==> config.mk <==
export PLATFORM = sky130hd
export DESIGN_NAME = pc_fetch_ctrl_flat
export DESIGN_NICKNAME = d
export VERILOG_FILES = /design/src/rtl/pc_fetch_ctrl_if.sv /design/src/rtl/pc_fetch_ctrl.sv /design/src/flat_wrapper.sv
export SDC_FILE = /design/constraint.sdc
export NUM_CORES = 1
export LEC_CHECK = 0
export CORE_ASPECT_RATIO = 1.75
export CORE_MARGIN = 1
export CORE_UTILIZATION = 51
export CTS_CLUSTER_DIAMETER = 80
export DETAILED_ROUTE_END_ITERATION = 12
export PLACE_DENSITY_LB_ADDON = 0.12
export SLEW_MARGIN = 40
export SYNTH_ARGS = -nofsm -noshare
export SYNTH_HDL_FRONTEND = slang
export SYNTH_SLANG_ARGS = --single-unit
==> constraint.sdc <==
create_clock -name clk -period 3 [get_ports clk]
set_input_delay 0.3 -clock clk [delete_from_list [all_inputs] [get_ports clk]]
set_output_delay 0.3 -clock clk [all_outputs]
set_load 0.02 [all_outputs]
==> src/rtl/pc_fetch_ctrl_if.sv <==
// Instruction-fetch request bus between the PC stage and instruction memory.
interface pc_fetch_ctrl_if;
  logic        fetch_valid;
  logic        fetch_ready;
  logic [31:0] fetch_pc;

  modport master (output fetch_valid, output fetch_pc, input fetch_ready);
  modport slave  (input fetch_valid, input fetch_pc, output fetch_ready);
endinterface

==> src/rtl/pc_fetch_ctrl.sv <==
// PC / next-PC stage: holds fetch PC, drives fetch handshake, redirects and flushes on taken control flow.
// Optional MISALIGN_TRAP_EN: traps (and holds until reset) on a take target with bit[1] set.
module pc_fetch_ctrl #(
  parameter logic [31:0] RESET_PC     = 32'h0000_0000,
  parameter int unsigned FLUSH_CYCLES = 1
) (
  input  logic                   clk,
  input  logic                   rst_n,
  input  logic                   stall,
  pc_fetch_ctrl_if.master        fetch_bus,
  input  logic                   ex_valid,
  input  logic                   ex_is_branch,
  input  logic                   ex_is_jal,
  input  logic                   ex_is_jalr,
  input  logic                   brnch_taken,
  input  logic [31:0]            ex_pc,
  input  logic [31:0]            ex_imm,
  input  logic [31:0]            ex_rs1,
  output logic [31:0]            link_addr,
  output logic                   redirect,
`ifdef MISALIGN_TRAP_EN
  output logic                   misalign,
`endif
  output logic                   flush
);

`ifdef MISALIGN_TRAP_EN
  typedef enum logic [1:0] {S_BOOT, S_RUN, S_FLUSH, S_TRAP} state_e;
`else
  typedef enum logic [1:0] {S_BOOT, S_RUN, S_FLUSH} state_e;
`endif

  localparam logic [1:0] FLUSH_INIT = 2'(FLUSH_CYCLES);

  state_e      state_q, state_d;
  logic [31:0] pc_q, pc_d;
  logic [1:0]  cnt_q, cnt_d;
  logic        redirect_q, redirect_d;
  logic        flush_q, flush_d;
`ifdef MISALIGN_TRAP_EN
  logic        misalign_q, misalign_d;
`endif

  logic        take;
  logic [31:0] target;

  assign take   = ex_valid & (ex_is_jalr | ex_is_jal | (ex_is_branch & brnch_taken));
  assign target = ex_is_jalr ? ((ex_rs1 + ex_imm) & ~32'h1) : (ex_pc + ex_imm);

  always_comb begin
    state_d    = state_q;
    pc_d       = pc_q;
    cnt_d      = cnt_q;
    redirect_d = 1'b0;
    flush_d    = 1'b0;
`ifdef MISALIGN_TRAP_EN
    misalign_d = misalign_q;
`endif
    case (state_q)
      S_BOOT: state_d = S_RUN;
      S_RUN, S_FLUSH: begin
        if (take) begin
`ifdef MISALIGN_TRAP_EN
          if (target[1]) begin
            pc_d       = target;
            state_d    = S_TRAP;
            flush_d    = 1'b1;
            misalign_d = 1'b1;
          end else begin
`endif
            pc_d       = {target[31:2], 2'b00};
            redirect_d = 1'b1;
            state_d    = S_FLUSH;
            cnt_d      = FLUSH_INIT;
            flush_d    = 1'b1;
`ifdef MISALIGN_TRAP_EN
          end
`endif
        end else if (state_q == S_FLUSH) begin
          // flush_q mirrors the post-decrement count so flush drops with the return to RUN
          cnt_d   = cnt_q - 2'd1;
          flush_d = (cnt_d != 2'd0);
          if (cnt_d == 2'd0) state_d = S_RUN;
        end else if (!stall && fetch_bus.fetch_ready) begin
          pc_d = pc_q + 32'd4;
        end
      end
`ifdef MISALIGN_TRAP_EN
      S_TRAP: flush_d = 1'b1;
`endif
      default: state_d = S_BOOT;
    endcase
  end

  always_ff @(posedge clk) begin
    if (!rst_n) begin
      state_q    <= S_BOOT;
      pc_q       <= RESET_PC;
      cnt_q      <= '0;
      redirect_q <= 1'b0;
      flush_q    <= 1'b0;
`ifdef MISALIGN_TRAP_EN
      misalign_q <= 1'b0;
`endif
    end else begin
      state_q    <= state_d;
      pc_q       <= pc_d;
      cnt_q      <= cnt_d;
      redirect_q <= redirect_d;
      flush_q    <= flush_d;
`ifdef MISALIGN_TRAP_EN
      misalign_q <= misalign_d;
`endif
    end
  end

  assign fetch_bus.fetch_valid = (state_q == S_RUN) & ~stall;
  assign fetch_bus.fetch_pc    = pc_q;
  assign link_addr             = ex_pc + 32'd4;
  assign redirect              = redirect_q;
  assign flush                 = flush_q;
`ifdef MISALIGN_TRAP_EN
  assign misalign              = misalign_q;
`endif

endmodule

==> src/flat_wrapper.sv <==
// flat-port wrapper written by rule: the top's interface ports become plain ports
module pc_fetch_ctrl_flat 
#(
  parameter logic [31:0] RESET_PC     = 32'h0000_0000,
  parameter int unsigned FLUSH_CYCLES = 1
)
  (clk, rst_n, stall, ex_valid, ex_is_branch, ex_is_jal, ex_is_jalr, brnch_taken, ex_pc, ex_imm, ex_rs1, link_addr, redirect, flush, fetch_bus_fetch_valid, fetch_bus_fetch_pc, fetch_bus_fetch_ready);
  pc_fetch_ctrl_if fetch_bus_i ();
  input  logic clk;
  input  logic rst_n;
  input  logic stall;
  input  logic ex_valid;
  input  logic ex_is_branch;
  input  logic ex_is_jal;
  input  logic ex_is_jalr;
  input  logic brnch_taken;
  input  logic [31:0] ex_pc;
  input  logic [31:0] ex_imm;
  input  logic [31:0] ex_rs1;
  output logic [31:0] link_addr;
  output logic redirect;
  output logic flush;
  output wire logic [$bits(fetch_bus_i.fetch_valid)-1:0] fetch_bus_fetch_valid;
  output wire logic [$bits(fetch_bus_i.fetch_pc)-1:0] fetch_bus_fetch_pc;
  input wire logic [$bits(fetch_bus_i.fetch_ready)-1:0] fetch_bus_fetch_ready;
  assign fetch_bus_fetch_valid = fetch_bus_i.fetch_valid;
  assign fetch_bus_fetch_pc = fetch_bus_i.fetch_pc;
  assign fetch_bus_i.fetch_ready = fetch_bus_fetch_ready;
  pc_fetch_ctrl #(.RESET_PC(RESET_PC), .FLUSH_CYCLES(FLUSH_CYCLES)) u_core (.clk(clk), .rst_n(rst_n), .stall(stall), .fetch_bus(fetch_bus_i), .ex_valid(ex_valid), .ex_is_branch(ex_is_branch), .ex_is_jal(ex_is_jal), .ex_is_jalr(ex_is_jalr), .brnch_taken(brnch_taken), .ex_pc(ex_pc), .ex_imm(ex_imm), .ex_rs1(ex_rs1), .link_addr(link_addr), .redirect(redirect), .flush(flush));
endmodule
==> impl_metrics.toml <==
[drt]
viasPerCell = 6.202
wl_met3_mm = 1.586
firstDrtPassIters = 6
vias = 8769
drt_wl_total_mm = 26.55
wl_met1_mm = 8.552
drtAntennaViolNets = 0
dr.first_iter.drc_count = 569
drc = 0
dr.max_layer_used = "met4"
wl_per_cell_um = 18.78
wl_met2_mm = 13.58

[timing]
setup_viol = 0
fin_crit_ps = 2897
max_freq_mhz = 345.2
hold_violations = 0
worst_pin_slew_ps = 624.0
skew_ps = 5.804
maxSlewHeadroom_pct = 58.25
holdWs_ps = 466.6
report.final.slew_viol_count = 0
tns_ps = 0
fin_crit_sh_pct = 96.57
rsz0062_at_grt = "yes"

[floorplanning]
die_x_um = 87.08
ioPinCount = 172
rows = 54
die_y_um = 150.9
fp.dieArea_mm2 = 0.01314
floorplan.initialDensity_pct = 51.96
core_mm2 = 0.01243

[critical_path]
crit_type = "primary input to flip-flop"
crit_arrival_ps = 3050
critPathCaptureType = "flip-flop"
crit_required_ps = 3150
cp_max_fo = 4
startpoint_type = "primary input"

[run_status]
outcome = "finished clean"

[yosys]
syn_inst = 924
ys_types = 79
syn_area_mm2 = 0.006460
yosysWarnings = 0
synth_edf_count = 0
yosysSeqAreaShare_pct = 11.16
async_flop_share_pct = 0
postSynthAreaPerCell_um2 = 6.991
ys_seq_elements = 36
synthFlopType = "dfxtp_1"

[global_route]
antenna_found_initial = 0
first_global_vias = 8555
grt_max_degree = 39
gr-total-overflow = 0
grt_pass1_wl_mm = 40.42
grt.total_usage_pct = 39.77

[cts]
numCtsBuffers = 5
clk_pin_slew_ps = 60
root_buffer = "clkbuf_16"
ctsHtreeMaxLevel = 2
cts_tree = "built"
hold_buffers = 0
clockBufferDepth = 2
cts_sinks = 36
clk_latency_ps = 290

[cells_and_area]
area_growth_pct = 52.24
layout.nets = 1417
mostFrequentLayoutCell = "buf_4"
layout.cells.non_filler = 1414
insertedDiodeCount = 0
multi_input_area_mm2 = 0.005594
layout-drive-gt1-share_pct = 20.87
regArea_um2 = 720.7
fillers = 982
final_cell_mix = "buf_4 (188), clkdlybuf4s50_1 (151), a21oi_1 (96)"

[placed_design]
portBuffers = 169
gp_congestion = 1.009
dp_hpwl_mm = 21.81
dp_cells = 1406

[power]
peakVddDrop_uv = 235.3
power_w = 0.003350
power_leakage_nw = 4.201
power.density_mw_per_mm2 = 340.6

[min_path]
hold_class = "flip-flop to flip-flop"

[flow_run]
maxCapViolCount = 0
==> power breakdown <==
group / leakage (nW) / internal (W) / switching, W
Combinational: 3.84 / 0.00101 / 0.00116
Clock: 0.0691 / 0.000331 / 0.000221
Sequential: 0.293 / 0.000546 / 0.0000874
Total: 4.20 / 0.00188 / 0.00147
==> metal layers <==
| metal | up-vias | GRT usage, % |
|---|---|---|
| met4 | 0 | 37.50 |
| met1 | 4014 | 35.89 |
| met3 | 186 | 7.248 |
| li1 | 4124 | - |
| met5 | - | 0 |
| met2 | 445 | 72.72 |
==> sequential cells by signal, indices dropped and copies added (netlist names) <==
name	cells
u_core.cnt_q	2
u_core.state_q	2
u_core.fetch_bus.fetch_pc	30
u_core.redirect	1
u_core.flush	1
==> cell families (layout without fill, tap and decap cells) <==
| family | after synthesis | in the layout | synth area share, % |
|---|---|---|---|
| DFF | 36 | 36 | 11.16 |
| muxes | 11 | 11 | 1.743 |
| other | 1 | 2 | 0.05805 |
| adders and majority gates | 67 | 67 | 12.98 |
| AOI/OAI and AO/OA | 329 | 329 | 33.24 |
| and+or+nand+nor | 340 | 340 | 26.73 |
| buffers and inverters | 67 | 388 | 4.203 |
| xor gates and xnor gates | 73 | 73 | 9.897 |
==> synthesized netlist by cell type, types with 8 or more instances <==
| cell type | number | area share (%) |
|---|---|---|
| xor2_1 | 24 | 3.3 |
| a21oi_1 | 98 | 7.6 |
| and2_1 | 11 | 1.1 |
| o221ai_1 | 10 | 1.4 |
| ha_1 | 67 | 13 |
| o21ai_0 | 69 | 5.3 |
| nor2b_1 | 14 | 1.4 |
| a21o_1 | 35 | 4.1 |
| nand3_1 | 40 | 3.1 |
| a221oi_1 | 8 | 1.1 |
| nor3_1 | 23 | 1.8 |
| dfxtp_1 | 36 | 11 |
| nor2_1 | 61 | 3.5 |
| inv_1 | 22 | 1.3 |
| and3_1 | 18 | 1.7 |
| clkbuf_1 | 34 | 2.0 |
| o211ai_1 | 11 | 1.3 |
| nand2_1 | 95 | 5.5 |
| mux2i_1 | 9 | 1.4 |
| a211oi_1 | 11 | 1.3 |
| nand4_1 | 30 | 2.9 |
| xnor2_1 | 49 | 6.6 |
| o21a_1 | 9 | 1.0 |
| a31oi_1 | 17 | 1.6 |
==> stage by stage <==
step                      util, %  setup WS (ps)  cell area (um2)
after floorplan                 -          419.9             6464
after global placement      77.17         -294.1             9594
after detailed placement    77.17         -397.8             9594
after CTS                   78.41         -44.68             9748
after global routing        79.11         -44.76             9834
final                       79.11          103.0             9834
==> worst max-delay path, cell delays in order <==
cell and delay, ps:
clkdlybuf4s50_1 430, ha_1 360, and4_4 200, nor2b_4 110
a221o_2 410, o2111a_1 250, a211o_1 310, buf_4 160
nor3b_1 130, o21ai_0 150, buf_4 150, a31oi_1 80
==> timing repair <==
| item | CTS | global route |
|---|---|---|
| endpoints found under the setup margin | 16 | 39 |
| buffers inserted | 0 | 0 |
| gates resized for setup | 22 | 47 |
| pin swaps | 0 | 6 |
| endpoints found under the hold margin | 0 | 0 |
==> layout make-up <==
class	instances	area share, %
inverters	23	0.8779
flip-flops and latches	36	7.328
clock buffers	6	1.412
clock inverters	2	0.1527
multi-input cells	822	56.88
repair buffers	357	31.21
well taps	168	2.137
==> worst paths after layout <==
check                                  startpoint                            end  slack [ps]  cells past startpoint
worst max-delay path                    ex_imm[6]  u_core.fetch_bus.fetch_pc[26]         100                     12
worst min-delay path              u_core.cnt_q[1]                u_core.cnt_q[1]         470                      2
worst max register to register  u_core.state_q[0]  u_core.fetch_bus.fetch_pc[30]         430                     11
worst min register to register    u_core.cnt_q[1]                u_core.cnt_q[1]         470                      2
No activity file was read; power rests on OpenSTA's default activity.
